**src/rtl/pueo_trig_arb_pkg.sv**
```systemverilog
// pueo_trig_arb_pkg: shared types and helpers for the TURF trigger arbiter
package pueo_trig_arb_pkg;
  typedef enum logic [1:0] {SRC_NONE = 2'd0, SRC_SOFT = 2'd1, SRC_PPS = 2'd2, SRC_EXT = 2'd3} src_e;
  typedef enum logic [1:0] {ST_IDLE, ST_ISSUE, ST_HOLDOFF} state_e;
  localparam int META_SRC_LSB = 6;
  localparam int META_DROP = 5;
  localparam int META_SEQ_BITS = 5;
  function automatic src_e src_next(input src_e s);
    return (s == SRC_EXT) ? SRC_SOFT : src_e'(s + 2'd1);
  endfunction
  function automatic src_e rr_pick(input logic [2:0] pend, input src_e rr);
    src_e s;
    src_e r;
    s = rr;
    r = SRC_NONE;
    for (int k = 0; k < 3; k++) begin
      if (r == SRC_NONE && pend[s - 2'd1]) r = s;
      s = src_next(s);
    end
    return r;
  endfunction
endpackage

```
**src/rtl/pueo_trig_req_slot.sv**
```systemverilog
// pueo_trig_req_slot: one source's pending request, captured address and drop tracking
module pueo_trig_req_slot #(
  parameter int ADDR_BITS = 12
) (
  input  logic                 sysclk_i,
  input  logic                 sysclk_rst_n_i,
  input  logic                 running_i,
  input  logic                 req_i,
  input  logic                 grant_i,
  input  logic [ADDR_BITS-1:0] cur_addr_i,
  input  logic [ADDR_BITS-1:0] offset_i,
  output logic                 pending_o,
  output logic [ADDR_BITS-1:0] addr_o,
  output logic                 drop_flag_o,
  output logic                 drop_o
);
  logic pend_q, pend_d, dflag_q, dflag_d, capture;
  logic [ADDR_BITS-1:0] addr_q, addr_d;
  // A grant frees the slot in the same cycle, so a coincident request is accepted rather than dropped
  always_comb begin
    capture = running_i & req_i & (~pend_q | grant_i);
    drop_o = running_i & req_i & pend_q & ~grant_i;
    pend_d = running_i & (req_i | (pend_q & ~grant_i));
    dflag_d = running_i & (drop_o | (dflag_q & ~grant_i));
    addr_d = capture ? cur_addr_i - offset_i : addr_q;
  end
  // Slot state register
  always_ff @(posedge sysclk_i or negedge sysclk_rst_n_i) begin
    if (!sysclk_rst_n_i) begin
      pend_q <= 1'b0;
      dflag_q <= 1'b0;
      addr_q <= '0;
    end else begin
      pend_q <= pend_d;
      dflag_q <= dflag_d;
      addr_q <= addr_d;
    end
  end
  assign pending_o = pend_q;
  assign addr_o = addr_q;
  assign drop_flag_o = dflag_q;
endmodule

```
**src/rtl/pueo_turf_trig_arb.sv**
```systemverilog
// pueo_turf_trig_arb: round-robin, slot-aligned, holdoff-spaced arbiter for TURF trigger sources
module pueo_turf_trig_arb
  import pueo_trig_arb_pkg::*;
#(
  parameter int ADDR_BITS = 12,
  parameter int HOLDOFF_BITS = 16
) (
  input  logic                    sysclk_i,
  input  logic                    sysclk_rst_n_i,
  input  logic                    slot_ce_i,
  input  logic                    running_i,
  input  logic [ADDR_BITS-1:0]    cur_addr_i,
  input  logic                    soft_req_i,
  input  logic                    pps_req_i,
  input  logic                    ext_req_i,
  input  logic [ADDR_BITS-1:0]    soft_offset_i,
  input  logic [ADDR_BITS-1:0]    pps_offset_i,
  input  logic [ADDR_BITS-1:0]    ext_offset_i,
  input  logic [HOLDOFF_BITS-1:0] holdoff_i,
  output logic [ADDR_BITS-1:0]    turf_trig_o,
  output logic [7:0]              turf_metadata_o,
  output logic                    turf_valid_o,
  output logic [15:0]             drop_count_o,
  output logic                    busy_o
);
  logic [2:0] req, pend, dflag, drop, gnt;
  logic [ADDR_BITS-1:0] addr [3];
  logic [ADDR_BITS-1:0] offs [3];
  logic [ADDR_BITS-1:0] sel_addr, trig_q, trig_d;
  logic [7:0] meta_q, meta_d;
  logic valid_q, valid_d, sel_drop;
  logic [META_SEQ_BITS-1:0] seq_q, seq_d;
  logic [HOLDOFF_BITS-1:0] cnt_q, cnt_d;
  logic [15:0] dc_q;
  logic [16:0] dc_sum;
  logic [1:0] drop_n;
  src_e gnt_src, rr_q, rr_d;
  state_e state_q, state_d;
  assign req = {ext_req_i, pps_req_i, soft_req_i};
  assign offs = '{soft_offset_i, pps_offset_i, ext_offset_i};
  for (genvar i = 0; i < 3; i++) begin : g_slot
    pueo_trig_req_slot #(.ADDR_BITS(ADDR_BITS)) u_slot (
      .sysclk_i(sysclk_i),
      .sysclk_rst_n_i(sysclk_rst_n_i),
      .running_i(running_i),
      .req_i(req[i]),
      .grant_i(gnt[i]),
      .cur_addr_i(cur_addr_i),
      .offset_i(offs[i]),
      .pending_o(pend[i]),
      .addr_o(addr[i]),
      .drop_flag_o(dflag[i]),
      .drop_o(drop[i])
    );
    assign gnt[i] = gnt_src == src_e'(2'(i + 1));
  end
  assign gnt_src = (state_q == ST_IDLE && slot_ce_i && running_i) ? rr_pick(pend, rr_q) : SRC_NONE;
  assign sel_addr = gnt[0] ? addr[0] : gnt[1] ? addr[1] : addr[2];
  assign sel_drop = |(gnt & dflag);
  assign drop_n = 2'(drop[0]) + 2'(drop[1]) + 2'(drop[2]);
  assign dc_sum = {1'b0, dc_q} + 17'(drop_n);
  // Grant latches the outgoing trigger so ISSUE presents it registered; holdoff is sampled in ISSUE
  always_comb begin
    state_d = state_q;
    cnt_d = cnt_q;
    valid_d = 1'b0;
    trig_d = trig_q;
    meta_d = meta_q;
    rr_d = rr_q;
    seq_d = seq_q;
    case (state_q)
      ST_IDLE: if (gnt_src != SRC_NONE) begin
        valid_d = 1'b1;
        trig_d = sel_addr;
        meta_d = {gnt_src, sel_drop, seq_q};
        rr_d = src_next(gnt_src);
        seq_d = seq_q + 1'b1;
        state_d = ST_ISSUE;
      end
      ST_ISSUE: begin
        cnt_d = holdoff_i;
        state_d = (holdoff_i == '0 || !running_i) ? ST_IDLE : ST_HOLDOFF;
      end
      default: begin
        cnt_d = cnt_q - 1'b1;
        state_d = (cnt_q <= 1 || !running_i) ? ST_IDLE : ST_HOLDOFF;
      end
    endcase
  end
  // Arbiter, output and counter registers
  always_ff @(posedge sysclk_i or negedge sysclk_rst_n_i) begin
    if (!sysclk_rst_n_i) begin
      state_q <= ST_IDLE;
      cnt_q <= '0;
      valid_q <= 1'b0;
      trig_q <= '0;
      meta_q <= '0;
      rr_q <= SRC_SOFT;
      seq_q <= '0;
      dc_q <= '0;
    end else begin
      state_q <= state_d;
      cnt_q <= cnt_d;
      valid_q <= valid_d;
      trig_q <= trig_d;
      meta_q <= meta_d;
      rr_q <= rr_d;
      seq_q <= seq_d;
      dc_q <= dc_sum[16] ? 16'hFFFF : dc_sum[15:0];
    end
  end
  assign turf_trig_o = trig_q;
  assign turf_metadata_o = meta_q;
  assign turf_valid_o = valid_q;
  assign drop_count_o = dc_q;
  assign busy_o = |pend | (state_q != ST_IDLE);
endmodule

```
**config.mk**
```make
export PLATFORM = sky130hd
export DESIGN_NAME = pueo_turf_trig_arb
export DESIGN_NICKNAME = d
export VERILOG_FILES = /design/src/rtl/pueo_trig_arb_pkg.sv /design/src/rtl/pueo_trig_req_slot.sv /design/src/rtl/pueo_turf_trig_arb.sv
export SDC_FILE = /design/constraint.sdc
export NUM_CORES = 1
export LEC_CHECK = 0
export ABC_AREA = 1
export ABC_CLOCK_PERIOD_IN_PS = 9600
export CAP_MARGIN = 25
export CORE_MARGIN = 1
export CORE_UTILIZATION = 50
export DETAILED_ROUTE_END_ITERATION = 10
export PLACE_DENSITY = 0.76
export SLEW_MARGIN = 20
export SYNTH_ARGS = -nofsm -noshare
export SYNTH_HDL_FRONTEND = slang
export SYNTH_SLANG_ARGS = --single-unit
```
**constraint.sdc**
```tcl
create_clock -name sysclk_i -period 9.6 [get_ports sysclk_i]
set_input_delay 1.92 -clock sysclk_i [delete_from_list [all_inputs] [get_ports sysclk_i]]
set_output_delay 1.92 -clock sysclk_i [all_outputs]
set_load 0.02 [all_outputs]
```
* After elaboration in Yosys (flattened, before gate mapping)
Cells that the tools add are included.
Word-level totals: register bits 104, output and inout port bits 38
Cells by class: add/subtract/negate cells 14, $lt $le $gt $ge 4, equal/unequal tests 7, multiplexer cells 23, bitwise gates (word level) 41, reduce and logical (&&, ||, !) cells 16
Operator list (number):
- 12-bit subtractor | 3
- 16-bit case mux with 2 select lines | 1
- 1-bit bitwise AND | 24
- 12-bit two-way mux | 2
- 2-bit two-way mux | 10
- 16-bit by 2-bit adder with 17-bit output | 1
- 16-bit by 1-bit less-or-equal comparator with 1-bit output (second input constant) | 1
- 16-bit logical NOT | 1
- 16-bit two-way mux | 1
- 16-bit by 1-bit subtractor with 16-bit output (second input constant) | 1
- 1-bit bitwise OR | 10
- 2-bit by 3-bit less-than comparator with 1-bit output (second input constant) | 3
- 2-bit equality test (second input constant) | 4
- 2-bit by 1-bit adder with 2-bit output (second input constant) | 3
- 1-bit binary-select mux with 2-bit select | 3
- 2-bit logical NOT | 3
- 1-bit NOT | 6
- 3-bit OR reduction | 2
- 2-bit by 1-bit subtractor with 2-bit output (second input constant) | 3
- 5-bit by 1-bit adder with 5-bit output (second input constant) | 1
- 1-bit two-way mux | 5
- 2-bit by 1-bit equality test with 1-bit output (second input constant) | 2
- 1-bit logical AND | 4
- 2-bit case mux with 2 select lines | 1
- 8 further kinds | 10

* Depth between registers and ports, before layout
Gate-level depths: netlist of the first run.
depth after elaboration 18, depth in mapped cells 27, depth with buffers taken out 26

* Cells and area by module
A second synthesis of the first run with hierarchy kept.
Second synthesis, totals: cell total of the unflattened synthesis 1008, area, all modules 7257.0 µm²
By module, submodules not included:
- pueo_turf_trig_arb | instances 1, cells an instance 447, area an instance 3646.0 µm²
- pueo_trig_req_slot | instances 3, cells an instance 187, area an instance 1203.7 µm²

* Worst setup path after synthesis of the first run
Ideal clock, no wire load.
path kind input to register, from in running_i, to reg dc_q[15] (netlist: drop_count_o[15]), library setup time 125 ps, data arrival time 4673 ps, required time 9475 ps, setup slack 4802 ps, cell stages on the path 20, cell sequence buf_4 nand3_1 inv_1 nand2_1 inv_1 ha_1 buf_2 nor2_1 nand3_1 fa_1 inv_1 ha_1 fa_1 nand2_2 nor2_4 nand3_4 inv_2 nand4_2 buf_6 nand3_1
Between the ends: cells in the longest elaborated chain, start to end 9, elaborated cells on any way between the ends 21, those cells by class add/sub: 3; eq/ne: 3; mux: 2; bitwise: 12; reduce/logical: 1
Ends and longest elaborated chain:
- start, declared | line pueo_turf_trig_arb.sv:11 | input logic running_i,
- 1-bit logical AND * | line pueo_turf_trig_arb.sv:57 | assign gnt_src = (state_q == ST_IDLE && slot_ce_i && running_i) ? rr_pick(pend, rr_q) : SRC_NONE;
- 2-bit two-way mux * | line pueo_turf_trig_arb.sv:57
- named net gnt_src[0] | line pueo_turf_trig_arb.sv:37 | src_e gnt_src, rr_q, rr_d;
- 2-bit by 1-bit equality test with 1-bit output or 2-bit equality test (tied branches) | line pueo_turf_trig_arb.sv:55 | assign gnt[i] = gnt_src == src_e'(2'(i + 1));
- 1-bit NOT | line pueo_trig_req_slot.sv:22 | drop_o = running_i & req_i & pend_q & ~grant_i;
- 1-bit bitwise AND | line pueo_trig_req_slot.sv:22
- 1-bit by 1-bit adder with 2-bit output | line pueo_turf_trig_arb.sv:60 | assign drop_n = 2'(drop[0]) + 2'(drop[1]) + 2'(drop[2]);
- 2-bit by 1-bit adder with 2-bit output * | line pueo_turf_trig_arb.sv:60
- 16-bit by 2-bit adder with 17-bit output * | line pueo_turf_trig_arb.sv:61 | assign dc_sum = {1'b0, dc_q} + 17'(drop_n);
- 16-bit two-way mux * | line pueo_turf_trig_arb.sv:109 | dc_q <= dc_sum[16] ? 16'hFFFF : dc_sum[15:0];
- end signal, assigned | line pueo_turf_trig_arb.sv:109
- end, declared | line pueo_turf_trig_arb.sv:34 | logic [15:0] dc_q;
The timed path passes the listed nets; every way through them passes the cells marked *. A chain may end at the register's enable or synchronous reset.

* Final worst setup path of the first run
from in running_i, to reg dc_q[4] (netlist: drop_count_o[4])
Same word-level chain as after synthesis.

==> results of run 1 <==
state kept, by name, summed over array words and instances (netlist names):
name                       flops
turf_trig_o                   12
seq_q                          5
turf_metadata_o                8
drop_count_o                  16
cnt_q                         16
g_slot.u_slot.addr_o          36
g_slot.u_slot.pending_o        3
rr_q                           2
g_slot.u_slot.drop_flag_o      3
state_q                        2
turf_valid_o                   1
power by group:
part           internal (mW)  switching [mW]  total, mW
Sequential             0.593           0.122      0.714
Clock                  0.189           0.154      0.343
Combinational          0.357           0.524      0.882
Total                   1.14           0.800       1.94
metal layers:
layer | vias to the layer above | GRT usage [%] | wire, microns
li1 | 3236 | - | -
met1 | 2920 | 36.0 | 8160
met2 | 202 | 39.9 | 7970
met3 | 17 | 3.54 | 976
met4 | 0 | 7.33 | 247
met5 | - | 0 | 0
worst max path at each step:
stage / slack (ns) / endpoint / cells after the start
2_1_floorplan: 4.80 / drop_count_o[15]$_DFF_PN0_ / 20
3_3_place_gp: 3.61 / drop_count_o[15]$_DFF_PN0_ / 18
3_5_place_dp: 3.51 / drop_count_o[4]$_DFF_PN0_ / 18
4_1_cts: 3.87 / drop_count_o[4]$_DFF_PN0_ / 18
5_1_grt: 3.47 / drop_count_o[4]$_DFF_PN0_ / 18
6_report: 3.89 / drop_count_o[4]$_DFF_PN0_ / 18
kinds of logic (layout without fill, tap and decap cells):
| group | count (synthesis) | count (layout) | share of synthesized area, % |
|---|---|---|---|
| buffers and inverters | 159 | 265 | 8.95 |
| DFF | 104 | 104 | 37.0 |
| AOI/OAI and AO/OA | 169 | 169 | 13.7 |
| xor gates and xnor gates | 24 | 24 | 2.99 |
| adders and majority gates | 51 | 51 | 9.61 |
| and+or+nand+nor | 420 | 420 | 27.7 |
placed cells by master (no fill, tap or decap), drive strengths merged, types with 6 or more instances in the layout:
cell             n
o21ai           68
nor3            12
a211o            6
clkdlybuf4s50  107
dfrtp          103
xnor2            8
o211ai           8
nand3           60
nand4           17
inv            141
nand3b           6
xor2            16
clkbuf          15
a31oi           12
ha              46
or3              6
a21oi           61
nand2          201
nor2           109
synth_stat cells, drive strengths merged, types with 2 or more instances:
cell type | n | area [sq um]
nor3 | 12 | 70.1
a211o | 6 | 52.6
clkbuf | 3 | 11.3
nor2 | 109 | 515
buf | 15 | 88.8
nor4 | 4 | 25.0
o211ai | 8 | 60.1
xor2 | 16 | 140
a31oi | 12 | 75.1
ha | 46 | 576
dfrtp | 103 | 2580
o21ai | 68 | 355
o21bai | 4 | 30.0
or3 | 6 | 37.5
a21oi | 61 | 313
nand3b | 6 | 45.0
o221ai | 2 | 17.5
fa | 5 | 100
inv | 141 | 529
nand3 | 60 | 340
nand2 | 201 | 772
xnor2 | 8 | 70.1
or2 | 5 | 31.3
nand4 | 17 | 113
o31ai | 3 | 22.5
stage by stage:
stage | setup slack (ns) | utilization (%)
after floorplan | 4.80 | -
after CTS | 3.87 | 63.0
after global routing | 3.47 | 63.0
after global placement | 3.61 | 61.0
final | 3.89 | 63.0
after detailed placement | 3.51 | 61.0
layout make-up:
| class | instances | area (sq um) |
|---|---|---|
| inverters | 141 | 529 |
| multi-input cells | 664 | 3800 |
| flip-flops and latches | 104 | 2600 |
| clock buffers | 15 | 268 |
| well taps | 176 | 220 |
| fillers | 1224 | 5000 |
| repair buffers | 109 | 1090 |
critical path: stages:
cell and delay, ns:
clkdlybuf4s50_1 0.66, nand3_1 0.13, inv_1 0.15, nand2_1 0.11, inv_1 0.11, ha_1 0.72, nor2_1 0.18, nand3_1 0.18
fa_1 0.43, inv_1 0.07, ha_1 0.19, fa_1 0.23, nand2_2 0.10, nor2_4 0.15, nand3_4 0.09, inv_2 0.07
nand4_2 0.27, nand3b_1 0.20
==> metrics.md, run 1 <==
| Metric | Value |
|---|---|
| FF-to-FF Start | `rr_q[0]$_DFFE_PN1P_` |
| CP max FO | `27` |
| Post-synth net total | `1049` |
| Finished layout cell area | `8510 sq um` |
| # IOs | `109` |
| TritonCTS buffer count | `9` |
| DR iter-0 viols | `504` |
| Ys Warns | `0` |
| Syn Area/Cell | `7.59 sq um` |
| IO buf count | `108` |
| Slew Limit Fails | `0` |
| Hold Path Depth | `2` |
| R2r setup slk | `4.70 ns` |
| Post-DP Area | `8240 sq um` |
| Crit. Startpoint | `running_i` |
| DRT Wirelength | `17.4 mm` |
| Drt first pass iters | `5` |
| Critical Path Sink Type | `flop` |
| Postcts setup bufs | `0` |
| Pwr dens | `228 nW/um^2` |
| Worst Hold Class | `flop to flop` |
| Inst Count DP | `1194` |
| Cell count of the worst reg-to-reg path | `24` |
| Vias in the first global route | `5952` |
| Static Leak | `4.18 nW` |
| Cell area after synthesis | `7030 sq um` |
| Finished Layout Cells | `1209` |
| Detailed placer's ending HPWL | `13.5 mm` |
| Worst Skew | `0.00754 ns` |
| Clk sinks | `104` |
| Max H-tree Level | `3` |
| Global-route wire length before repair | `28.8 mm` |
| DRC | `0` |
| Gr usage total | `25.3%` |
| Worst r2r dst | `drop_count_o[4]$_DFF_PN0_` |
| Die ar. | `14500 sq um` |
| Tmin final | `5.71 ns` |
| Syn Inst Count | `927` |
| Fmax | `175 MHz` |
| Routed length per instance | `14.4 microns` |
| Worst-Margin Slew | `0.920 ns` |
| Starting density of the core | `52.1%` |
| N_diodes | `0` |
| Gr ovfl total | `0` |
| Max cap viols | `0` |
| Vias | `6375` |
| Clk Latency, worst-skew pair | `0.35 ns` |
| Worst Path Arrival | `5.98 ns` |
| Via density | `5.27` |
| Fin Hold WS | `0.467 ns` |
| Initial antenna violation count | `0` |
| Worst EP required | `9.87 ns` |
| Rel. slew slack | `38.4%` |
| Share of layout cells above drive strength 1 | `6.29%` |
| Fin. Hold Viols | `0` |
| Run status | `finished clean` |
| Antenna-violating nets left | `0` |
| Post_cts resized | `0` |
| Die Y | `121 microns` |
| Ys flop type | `dfrtp_1` |
| Row count | `42` |
| Clock Tree Buf Depth | `2` |
| Max IR drop VDD | `0.116 mV` |
| Final setup fails | `0` |
| GP Congestion | `0.914` |
| Total Power | `1.94 mW` |
| Critical path startpoint category | `input port` |
| CTS tree | `yes` |
| Worst hold start | `turf_metadata_o[3]$_DFFE_PN0P_` |
| RSZ-0062 raised after global routing | `no` |
| Die X | `121 microns` |
| Nets | `1151` |
| Setup tns final | `0 ns` |
| Largest net degree at the start of global routing | `63` |
| Fin crit share | `59.5%` |
| Clock transition at path regs | `0.06 ns` |
| Clock Tree Root | `clkbuf_16` |
| Async set-reset flop share out of synthesis | `100%` |
| Post-synth cell types | `47` |
| Std-Cell Core Area | `13500 sq um` |
| Post-synth EDFFs | `0` |
| Synth-to-layout area growth | `21.0%` |
| #FFs+latches synth | `104` |
| Sequential fraction of the synthesis area | `37.0%` |
| Worst hold endpoint | `turf_metadata_o[3]$_DFFE_PN0P_` |
| Critical Setup Path Class | `input port to flop` |
| Post-CTS Hold Buffers | `0` |
Power figures use the tool's default switching activity.
==> run 2, diff against run 1 <==
--- a/config.mk
+++ b/config.mk
@@ -6,12 +6,12 @@
 export NUM_CORES = 1
 export LEC_CHECK = 0
 export ABC_AREA = 1
-export ABC_CLOCK_PERIOD_IN_PS = 9600
+export ABC_CLOCK_PERIOD_IN_PS = 4800
 export CAP_MARGIN = 25
 export CORE_MARGIN = 1
 export CORE_UTILIZATION = 50
 export DETAILED_ROUTE_END_ITERATION = 10
-export PLACE_DENSITY = 0.76
+export PLACE_DENSITY = 0.79
 export SLEW_MARGIN = 20
 export SYNTH_ARGS = -nofsm -noshare
 export SYNTH_HDL_FRONTEND = slang
==> constraint.sdc (replaced) <==
create_clock -name sysclk_i -period 4.8 [get_ports sysclk_i]
set_input_delay 0.96 -clock sysclk_i [delete_from_list [all_inputs] [get_ports sysclk_i]]
set_output_delay 0.96 -clock sysclk_i [all_outputs]
set_load 0.02 [all_outputs]
==> run 2 against run 1 <==
  * Sequential power increased by 99%
  * Critical path depth increased by 8
  * Sequential share of layout area decreased by 0.50 points
  * Critical endpoint is now drop_count_o[14]$_DFF_PN0_
  * Sequential cell count unchanged
  * Die area unchanged
  * Core utilization increased by 1.1 points
  * Power increased by 110%
  * Register-to-register slack got worse by 4.4 ns
==> metrics.md, run 2 (synthesis gave the netlist of run 1 again) <==
| Metric | Value |
|---|---|
| Setup tns final | `0 ns` |
| Commonest cells after routing, fill and taps aside | `194 x nand2_1, 132 x inv_1, 107 x clkdlybuf4s50_1, 103 x dfrtp_1, 89 x nor2_1` |
| Total Power | `4.02 mW` |
| Slew Limit Fails | `0` |
| DRT Wirelength | `17.5 mm` |
| Commonest non-fill, non-tap cell in the layout | `nand2_1` |
| Run status | `finished clean` |
| Hold Path Depth | `1` |
| Worst Skew | `0.00865 ns` |
| N_diodes | `0` |
| Static Leak | `4.25 nW` |
| Fin. Hold Viols | `0` |
| DRC | `0` |
| Share of layout cells above drive strength 1 | `7.49%` |
| DR iter-0 viols | `518` |
| Tmin final | `4.48 ns` |
| Worst EP required | `5.05 ns` |
| Fin crit share | `93.3%` |
| Worst-Margin Slew | `0.695 ns` |
| Vias in the first global route | `5985` |
| Via density | `5.32` |
| Row count | `42` |
| Die ar. | `14500 sq um` |
| Worst Hold Class | `flop to flop` |
| Antenna-violating nets left | `0` |
| Postcts setup bufs | `0` |
| Global-route wire length before repair | `29.0 mm` |
| Critical path startpoint category | `flop` |
| TritonCTS buffer count | `9` |
| Clock transition at path regs | `0.07 ns` |
| Multi-input logic area | `3820 sq um` |
| Gr ovfl total | `0` |
| Post-CTS Hold Buffers | `0` |
| Number of flip-flops in the largest register | `36` |
| Fin util | `64.1%` |
| GP Congestion | `0.961` |
| Largest net degree at the start of global routing | `77` |
| Post_cts resized | `0` |
| Initial antenna violation count | `0` |
| RSZ-0062 raised after global routing | `no` |
| Clock Tree Buf Depth | `2` |
| Critical Setup Path Class | `flop to flop` |
| Sequential cell area | `2600 sq um` |
| CP max FO | `6` |
| CTS tree | `yes` |
| Vias | `6474` |
| Cell count of the worst reg-to-reg path | `26` |
| Drt first pass iters | `4` |
| Synth-to-layout area growth | `23.0%` |
| Fmax | `223 MHz` |
| Clk sinks | `104` |
| Critical Path Sink Type | `flop` |
| Final setup fails | `0` |
| Starting density of the core | `52.1%` |
| Gr usage total | `25.3%` |
| IO buf count | `108` |
| Max H-tree Level | `3` |
| Rel. slew slack | `53.6%` |
| Detailed placer's ending HPWL | `13.3 mm` |
| Die X | `121 microns` |
| Fill cells | `1183` |
| Routed length per instance | `14.3 microns` |
| Clk Latency, worst-skew pair | `0.36 ns` |
| Clock Tree Root | `clkbuf_16` |
| Pwr dens | `465 nW/um^2` |
| Max cap viols | `0` |
| Nets | `1158` |
| Die Y | `121 microns` |
| Worst Path Arrival | `4.73 ns` |
| Std-Cell Core Area | `13500 sq um` |
| Max IR drop VDD | `0.246 mV` |
| # IOs | `109` |
[run 2: layout make-up]
| class | count | share of cell area (%) |
|---|---|---|
| Multi-Input combinational cell | 664 | 44.1 |
| Timing Repair Buffer | 116 | 13.4 |
| Inverter | 141 | 6.12 |
| Sequential cell | 104 | 30.1 |
| Clock inverter | 7 | 1.11 |
| Clock buffer | 9 | 2.60 |
| Tap cell | 176 | 2.55 |
[run 2: where the power goes]
part,switching (mW),leakage [nW],total (mW),internal (mW)
Sequential,0.235,1.28,1.42,1.18
Clock,0.343,0.148,0.800,0.457
Combinational,1.07,2.82,1.80,0.733
Total,1.65,4.25,4.02,2.37
[run 2: per-stage QoR]
stage | hold WS [ns] | instance area [sq um] | cells | setup slack (ns)
global route | 0.480 | 8650 | 1217 | 0.0253
CTS | 0.470 | 8610 | 1216 | 0.0955
floorplan | 0.442 | 7030 | 927 | 0.640
global placement | 0.455 | 8290 | 1200 | 0.374
detailed placement | 0.457 | 8290 | 1200 | 0.145
finish | 0.470 | 8650 | 1217 | 0.322
[run 2: critical path: stages, from the launching register on]
cell and delay [ns]:
dfstp_2 0.57, inv_1 0.09, ha_1 0.36, inv_2 0.12, nand2_1 0.08, a21oi_1 0.19, inv_1 0.08, nand3_1 0.12
nand2_1 0.07, o21bai_1 0.17, nand2_1 0.14, inv_1 0.08, ha_1 0.24, nor2_4 0.17, nand3_1 0.13, fa_1 0.50
inv_1 0.05, ha_1 0.22, fa_1 0.41, nand2_2 0.13, nor2_4 0.06, nand3_4 0.07, nor2_4 0.04, nand2_2 0.11
nor2_2 0.04, nor2_1 0.11, a21oi_2 0.04
[run 2: path summary, 6_finish.rpt]
| path | to | start | slack [ns] |
|---|---|---|---|
| worst min-delay path | seq_q[4]$_DFFE_PN0P_ | seq_q[4]$_DFFE_PN0P_ | 0.47 |
| min in group asynchronous | cnt_q[9]$_DFFE_PN0P_ | sysclk_rst_n_i | 0.53 |
| max in group asynchronous | rr_q[0]$_DFFE_PN1P_ | sysclk_rst_n_i | 3.24 |
| worst max-delay path | drop_count_o[14]$_DFF_PN0_ | rr_q[0]$_DFFE_PN1P_ | 0.32 |
| worst min register to register | seq_q[4]$_DFFE_PN0P_ | seq_q[4]$_DFFE_PN0P_ | 0.47 |
| worst max register to register | drop_count_o[14]$_DFF_PN0_ | rr_q[0]$_DFFE_PN1P_ | 0.32 |
[run 2: routing by layer]
layer,track usage [%],wire length (microns),vias to the layer above
li1,-,-,3249
met1,35.2,8170,2993
met2,40.8,8070,213
met3,3.63,949,19
met4,7.72,260,0
met5,0,0,-
